===== src/rtl/coax_tx_if.sv =====
// coax_tx_if: word-load handshake between a producer and the coax transmitter.
//   data  : 10-bit word to send, sampled when load=1 and ready=1
//   load  : single-cycle write strobe
//   ready : holding register empty; a load is accepted only while high
// Modports: master = word producer, slave = coax_tx.
interface coax_tx_if;
  logic [9:0] data;
  logic       load;
  logic       ready;

  modport master (output data, output load, input  ready);
  modport slave  (input  data, input  load, output ready);
endinterface


===== src/rtl/coax_tx.sv =====
// coax_tx: 3270 coax link serial transmitter.
// Accepts 10-bit words through a single-entry holding register and sends each
// frame as: 5 quiesce cells of logical 1, code violation (high 1.5 cells,
// low 1.5 cells), then per word sync(1) + data[9:0] + parity(~^data), then an
// end sequence (one logical-0 cell, tx high 1.5 cells). A word loaded before
// the last PARITY cycle of the current word chains into the same frame.
// Manchester cells: logical 1 = low then high, logical 0 = high then low.
// Ports:
//   clk, reset_n : clock, synchronous active-low reset
//   bus          : coax_tx_if.slave (data, load, ready)
//   active       : high for the whole frame
//   tx           : encoded line output, idles low
//   tx_delay     : tx delayed by CLOCKS_PER_BIT/4 clocks (only with COAX_TX_DELAY_EN)
// Optional feature macro: COAX_TX_DELAY_EN.
module coax_tx #(
  parameter int unsigned CLOCKS_PER_BIT = 8
) (
  input  logic     clk,
  input  logic     reset_n,
  coax_tx_if.slave bus,
  output logic     active,
  output logic     tx
`ifdef COAX_TX_DELAY_EN
  ,
  output logic     tx_delay
`endif
);

  localparam int unsigned HALF = CLOCKS_PER_BIT / 2;
  localparam int unsigned CW   = $clog2(CLOCKS_PER_BIT);

  typedef enum logic [2:0] {
    IDLE, QUIESCE, CODE_VIOL, SYNC, DATA, PARITY, END_ZERO, END_HOLD
  } state_e;

  state_e        state_q, state_d;
  logic [CW-1:0] cnt_q, cnt_d;      // clock within the current bit cell
  logic [3:0]    cell_q, cell_d;    // cell index within the current state
  logic [9:0]    hold_q, hold_d;
  logic          full_q, full_d;
  logic [10:0]   shift_q, shift_d;  // {data[9:0], parity}, MSB on the line

  logic cell_end;
  logic first_half;
  logic leave;

  always_comb begin
    cell_end   = (cnt_q == CW'(CLOCKS_PER_BIT - 1));
    first_half = (cnt_q < CW'(HALF));
    state_d    = state_q;
    cnt_d      = cell_end ? '0 : cnt_q + 1'b1;
    cell_d     = cell_end ? cell_q + 4'd1 : cell_q;
    hold_d     = hold_q;
    full_d     = full_q;
    shift_d    = shift_q;
    leave      = 1'b0;
    tx         = 1'b0;

    case (state_q)
      IDLE: begin
        cnt_d  = '0;
        cell_d = '0;
        if (full_q) state_d = QUIESCE;
      end
      QUIESCE: begin
        tx = ~first_half;
        if (cell_end && cell_q == 4'd4) begin
          state_d = CODE_VIOL;
          leave   = 1'b1;
        end
      end
      CODE_VIOL: begin
        tx = (cell_q == 4'd0) || (cell_q == 4'd1 && first_half);
        if (cell_end && cell_q == 4'd2) begin
          state_d = SYNC;
          leave   = 1'b1;
        end
      end
      SYNC: begin
        tx = ~first_half;
        // Transfer frees the holding register early so the next word can
        // be queued while this one is still on the line.
        if (cnt_q == '0) begin
          shift_d = {hold_q, ~^hold_q};
          full_d  = 1'b0;
        end
        if (cell_end) begin
          state_d = DATA;
          leave   = 1'b1;
        end
      end
      DATA: begin
        tx = first_half ? ~shift_q[10] : shift_q[10];
        if (cell_end) begin
          shift_d = {shift_q[9:0], 1'b0};
          if (cell_q == 4'd9) begin
            state_d = PARITY;
            leave   = 1'b1;
          end
        end
      end
      PARITY: begin
        tx = first_half ? ~shift_q[10] : shift_q[10];
        if (cell_end) begin
          state_d = full_q ? SYNC : END_ZERO;
          leave   = 1'b1;
        end
      end
      END_ZERO: begin
        tx = first_half;
        if (cell_end) begin
          state_d = END_HOLD;
          leave   = 1'b1;
        end
      end
      END_HOLD: begin
        tx = 1'b1;
        if (cell_q == 4'd1 && cnt_q == CW'(HALF - 1)) begin
          state_d = IDLE;
          leave   = 1'b1;
        end
      end
      default: state_d = IDLE;
    endcase

    if (leave) begin
      cnt_d  = '0;
      cell_d = '0;
    end

    if (bus.load && !full_q) begin
      hold_d = bus.data;
      full_d = 1'b1;
    end
  end

  always_ff @(posedge clk) begin
    if (!reset_n) begin
      state_q <= IDLE;
      cnt_q   <= '0;
      cell_q  <= '0;
      hold_q  <= '0;
      full_q  <= 1'b0;
      shift_q <= '0;
    end else begin
      state_q <= state_d;
      cnt_q   <= cnt_d;
      cell_q  <= cell_d;
      hold_q  <= hold_d;
      full_q  <= full_d;
      shift_q <= shift_d;
    end
  end

  assign bus.ready = ~full_q;
  assign active    = (state_q != IDLE);

`ifdef COAX_TX_DELAY_EN
  localparam int unsigned QTR = CLOCKS_PER_BIT / 4;
  logic [QTR-1:0] dly_q;

  always_ff @(posedge clk) begin
    if (!reset_n) dly_q <= '0;
    else          dly_q <= {dly_q[QTR-2:0], tx};
  end

  assign tx_delay = dly_q[QTR-1];
`endif

endmodule


===== src/flat_wrapper.sv =====
// flat-port wrapper written by rule: the top's interface ports become plain ports
module coax_tx_flat 
#(
  parameter int unsigned CLOCKS_PER_BIT = 8
)
  (clk, reset_n, active, tx, bus_data, bus_load, bus_ready);
  coax_tx_if bus_i ();
  input  logic clk;
  input  logic reset_n;
  output logic active;
  output logic tx;
  input wire logic [$bits(bus_i.data)-1:0] bus_data;
  input wire logic [$bits(bus_i.load)-1:0] bus_load;
  output wire logic [$bits(bus_i.ready)-1:0] bus_ready;
  assign bus_i.data = bus_data;
  assign bus_i.load = bus_load;
  assign bus_ready = bus_i.ready;
  coax_tx #(.CLOCKS_PER_BIT(CLOCKS_PER_BIT)) u_core (.clk(clk), .reset_n(reset_n), .bus(bus_i), .active(active), .tx(tx));
endmodule

===== config.mk =====
export PLATFORM = sky130hd
export DESIGN_NAME = coax_tx_flat
export DESIGN_NICKNAME = d
export VERILOG_FILES = /design/src/rtl/coax_tx_if.sv /design/src/rtl/coax_tx.sv /design/src/flat_wrapper.sv
export SDC_FILE = /design/constraint.sdc
export NUM_CORES = 1
export LEC_CHECK = 0
export CORE_UTILIZATION = 50
export CTS_BUF_LIST = sky130_fd_sc_hd__clkbuf_2 sky130_fd_sc_hd__clkbuf_4 sky130_fd_sc_hd__clkbuf_8
export DETAILED_ROUTE_END_ITERATION = 7
export GPL_TIMING_DRIVEN = 0
export HOLD_SLACK_MARGIN = 0.1
export PLACE_DENSITY = 0.71
export SLEW_MARGIN = 25
export SYNTH_ARGS = -nofsm -noshare
export SYNTH_HDL_FRONTEND = slang
export SYNTH_SLANG_ARGS = --single-unit

===== constraint.sdc =====
create_clock -name clk -period 2.6 [get_ports clk]
set_input_delay 0.26 -clock clk [delete_from_list [all_inputs] [get_ports clk]]
set_output_delay 0.26 -clock clk [all_outputs]
set_load 0.02 [all_outputs]

* Yosys cells after proc, flatten, opt, wreduce, memory -nomap -nowiden
Index checks and enable logic that the tools add are counted.
Word-level totals: bits in registers 32, output and inout port bits 3
Operators by class: bitwise logic cells 4, magnitude comparators 1, equal/unequal tests 23, muxes and demuxes 26, reductions and logical operators 23, add/subtract/negate cells 2
Operators by type and width (count):
- 3-bit two-way mux | 10
- 3-bit one-hot mux with 8 select lines | 1
- 11-bit two-way mux | 2
- 11-bit one-hot mux with 2 select lines | 1
- 2-bit by 1-bit != test with 1-bit output (second input constant) | 10
- 3-bit equality test (second input constant) | 5
- 1-bit two-way mux | 10
- 1-bit one-hot mux with 5 select lines | 2
- 10-bit XNOR reduction | 1
- 3-bit by 2-bit equality test with 1-bit output (second input constant) | 3
- 9-bit AND reduction | 1
- 3-bit logical NOT | 2
- 2-bit nonzero test | 3
- 3-bit OR reduction | 2
- 1-bit logical AND | 5
- 4-bit by 1-bit adder with 4-bit output (second input constant) | 1
- 4-bit by 1-bit equality test with 1-bit output (second input constant) | 1
- 4-bit by 2-bit equality test with 1-bit output (second input constant) | 1
- 4-bit by 3-bit equality test with 1-bit output (second input constant) | 1
- 4-bit equality test (second input constant) | 1
- 4-bit logical NOT | 1
- 1-bit inverter | 4
- 2-bit OR reduction | 2
- 4-bit OR reduction | 1
- other kinds (8) | 8

* Depth between registers and ports, before layout
depth in word-level cells 5, gate-level depth with buffers 8

* Least setup slack after synthesis
Ideal clock, no wire load.
kind register -> register, start register u_core.cnt_q[0], end register u_core.cnt_q[1], data required time 2.527 ns, path slack 0.678 ns, path buffers 1, cell stages (with the launch flop) 8, arrival 1.849 ns, cells stage by stage dfxtp_1 > ha_1 > ha_1 > and4b_1 > a32o_1 > or3_1 > buf_4 > nor3b_2
On the way: cells in the longest elaborated chain, start to end 5
Ends and longest elaborated chain:
- start: declaration | line coax_tx.sv:37 | logic [CW-1:0] cnt_q, cnt_d;
- start signal: assignment | line coax_tx.sv:147 | cnt_q <= cnt_d;
- 3-bit by 2-bit equality test with 1-bit output / 3-bit equality test (equally long branches) | line coax_tx.sv:118, coax_tx.sv:48
- 1-bit logical AND, on equally long branches | line coax_tx.sv:118, coax_tx.sv:67, coax_tx.sv:74
- 1-bit two-way mux, on equally long branches | line coax_tx.sv:118, coax_tx.sv:67, coax_tx.sv:74
- 1-bit one-hot mux with 5 select lines | line coax_tx.sv:59 | case (state_q)
- 4-bit OR reduction (no source line)
Parallel ways exist; a longest one is shown, timed or not. A chain may end at the register's enable or synchronous reset.

* Worst setup path after layout
start register u_core.state_q[0], end output tx
On the way: cells in the longest elaborated chain, start to end 3
Ends and longest elaborated chain:
- start: declaration | line coax_tx.sv:36 | state_e state_q, state_d;
- start signal: assignment | line coax_tx.sv:146 | state_q <= state_d;
- 3-bit equality test (tied with other cells) | line coax_tx.sv:59
- 2-bit OR reduction (no source line)
- 1-bit one-hot mux with 5 select lines * | line coax_tx.sv:59
- end: declaration | line flat_wrapper.sv:11 | output logic tx;
Mark *: on every way between the ends. The rest lies on a longest branch, timed or not.

==> impl_metrics.py <==
metrics = {
    "status": {
        "status": "finished clean",
    },
    "sta": {
        "timing.final.crit_share_pct": 91.4,
        "fin_ws_ps": 223,
        "setup_viol": 0,
        "fin_tns_setup_ps": 0,
        "skew_ps": 10.6,
        "rsz0062_at_grt": "false",
        "finalHoldViolCount": 0,
        "max_slew_margin_pct": 60.5,
        "slew_viol_final": 0,
        "period_needed_ps": 2380,
        "fmax_mhz": 421,
        "worst_slew_pin_slew_ps": 588,
        "hold_slack_ps": 318,
    },
    "clock_tree": {
        "cts_inserted_buffers": 5,
        "cts_buffer_depth": 2,
        "clockRootBuffer": "clkbuf_4",
        "htree_num_levels": 2,
        "insertion_delay_ps": 350,
        "tritoncts": "built",
        "clk_pin_slew_ps": 100,
        "cts.sinks": 32,
    },
    "drt": {
        "drc": 0,
        "drt-initial-drc-count": 77,
        "wl_per_cell_um": 13.1,
        "first_pass_iters": 5,
        "ant_nets": 0,
        "vias_per_cell": 5.37,
        "wl_mm": 3.69,
        "num_vias": 1515,
    },
    "worst_setup_path": {
        "crit_path_start_kind": "flip-flop",
        "crit_fanout": 5,
        "reg2reg_slack_ps": 410,
        "critical_path_required_ps": 2340,
        "cp.arrival_ps": 2120,
        "critPathCaptureType": "output pin",
        "crit_type": "reg -> out",
    },
    "floorplan": {
        "core-area_um2": 3420,
        "start_util_pct": 53.2,
        "io_pins": 16,
        "rows": 21,
        "fp.dieW_um": 62.3,
        "dieArea_um2": 3880,
        "die_y_um": 62.3,
    },
    "power": {
        "powerDensity_nw_per_um2": 686,
        "power_leakage_nw": 0.909,
        "ir_drop_uv": 345,
    },
    "synth": {
        "syn_avg_cell_area_um2": 8.41,
        "synth.distinct_cells": 42,
        "synth_fp_nets": 243,
        "async_flop_share_pct": 0,
        "synth-edff-count": 0,
        "synthFlopType": "dfxtp_1",
        "yosys_warnings": 0,
        "ys_seq_area_share_pct": 35.3,
        "ys_ff_latch": 32,
        "synth_area_um2": 1820,
        "synthCells": 216,
    },
    "cells_and_area": {
        "layout.cells.non_filler": 282,
        "drive_gt1_share_pct": 8.05,
        "syn2layout_area_growth_pct": 13.2,
        "final_common_cell": "nand2_1",
        "fillers": 331,
        "multiInputGateArea_um2": 1070,
        "regArea_um2": 641,
        "nets": 263,
        "n_antenna_cell": 0,
        "layout_common_cells": "nand2_1 (44), dfxtp_1 (32), nand3_1 (20)",
    },
    "placed_design": {
        "portBuffers": 14,
        "place_hpwl_mm": 2.60,
        "dpl.cell_count": 276,
        "pre_cts_slack_ps": 210,
        "place.gp.congestion": 0.866,
    },
    "global_routing": {
        "grt_start_max_net_pins": 11,
        "grt_pass1_vias": 1411,
        "track_usage_pct": 21.2,
        "grt_pass1_wl_mm": 6.51,
        "antenna_found_initial": 0,
        "grt_remaining_overflow": 0,
    },
    "flow_run": {
        "drv_cap": 0,
    },
    "worst_hold_path": {
        "min_path_type": "in -> reg",
    },
}
worst max-delay path, cell delays in order, from the launching register on:
cell and delay [ps]:
dfxtp_1 360, inv_1 90, ha_1 200, inv_1 110
or4_2 570, o221ai_1 230, clkbuf_2 210
sequential cells by signal, summed over array words and instances (netlist names):
name,flops
u_core.full_q,1
u_core.state_q,3
u_core.hold_q,10
u_core.cell_q,4
u_core.shift_q,11
u_core.cnt_q,3
Yosys cell counts (2+ instances only):
library cell | number | area share (%)
nor2_1 | 9 | 1.9
xor2_1 | 4 | 1.9
a21oi_1 | 3 | 0.83
o32ai_1 | 2 | 0.97
o211a_1 | 12 | 6.6
ha_1 | 14 | 9.6
clkbuf_1 | 7 | 1.4
dfxtp_1 | 32 | 35
nor3_1 | 4 | 1.1
o21ai_0 | 3 | 0.83
xnor2_1 | 7 | 3.4
nor2b_1 | 3 | 1.0
nand2_1 | 44 | 9.1
nand3_1 | 20 | 5.5
a21boi_0 | 10 | 4.1
mux2i_1 | 3 | 1.7
buf_4 | 3 | 1.2
inv_1 | 11 | 2.3
buf_2 | 2 | 0.55
final timing paths:
path	end	cells after the start	from
worst max register to register	u_core.state_q[1]$_SDFFE_PN0P_	7	u_core.cnt_q[0]$_SDFF_PP0_
worst max-delay path	tx	6	u_core.state_q[0]$_SDFFE_PN0P_
worst min-delay path	u_core.hold_q[2]$_SDFFE_PN0P_	2	reset_n
worst min register to register	u_core.cnt_q[0]$_SDFF_PP0_	1	u_core.cnt_q[0]$_SDFF_PP0_
metrics by stage:
stage / util (%) / total power [mW] / area [µm²]
final: 60.1 / 1.41 / 2050
after CTS: 60.4 / 1.41 / 2060
after global placement: 58.9 / 1.12 / 2010
after global routing: 60.1 / 1.50 / 2050
after detailed placement: 58.9 / 1.12 / 2010
after floorplan: - / 0.981 / 1820
logic make-up after synthesis:
group | after synthesis | synth area share, %
xor+xnor | 11 | 5.31
buf+inv | 24 | 5.72
compound gates | 41 | 18.5
simple gates | 91 | 23.9
mux | 3 | 1.65
fa+ha+maj | 14 | 9.65
flops | 32 | 35.3
power by group:
group | internal [mW] | switching, mW | leakage (nW) | total, mW
Clock | 0.110 | 0.180 | 0.0315 | 0.290
Combinational | 0.221 | 0.307 | 0.617 | 0.529
Sequential | 0.544 | 0.0461 | 0.260 | 0.590
routing by layer:
layer,global-route usage [%],wire [µm]
met1,28.8,1890
met2,31.9,1580
met3,5.70,170
met4,8.43,53
met5,0,0
what timing repair did:
action	4_1_cts	5_1_grt
hold buffers	0	0
cloned	0	0
setup endpoints to repair	1	1
buffers inserted	0	0
gates resized for setup	1	3
cell type report:
cell class	instances	area share [%]
Buffer	12	2.86
Inverter	11	2.01
Tap cell	46	2.80
Timing Repair Buffer	14	6.58
Clock buffer	6	2.19
Clock inverter	1	0.244
Sequential cell	32	31.2
Multi-Input combinational cell	160	52.1
No activity file was read; power rests on OpenSTA's default activity.
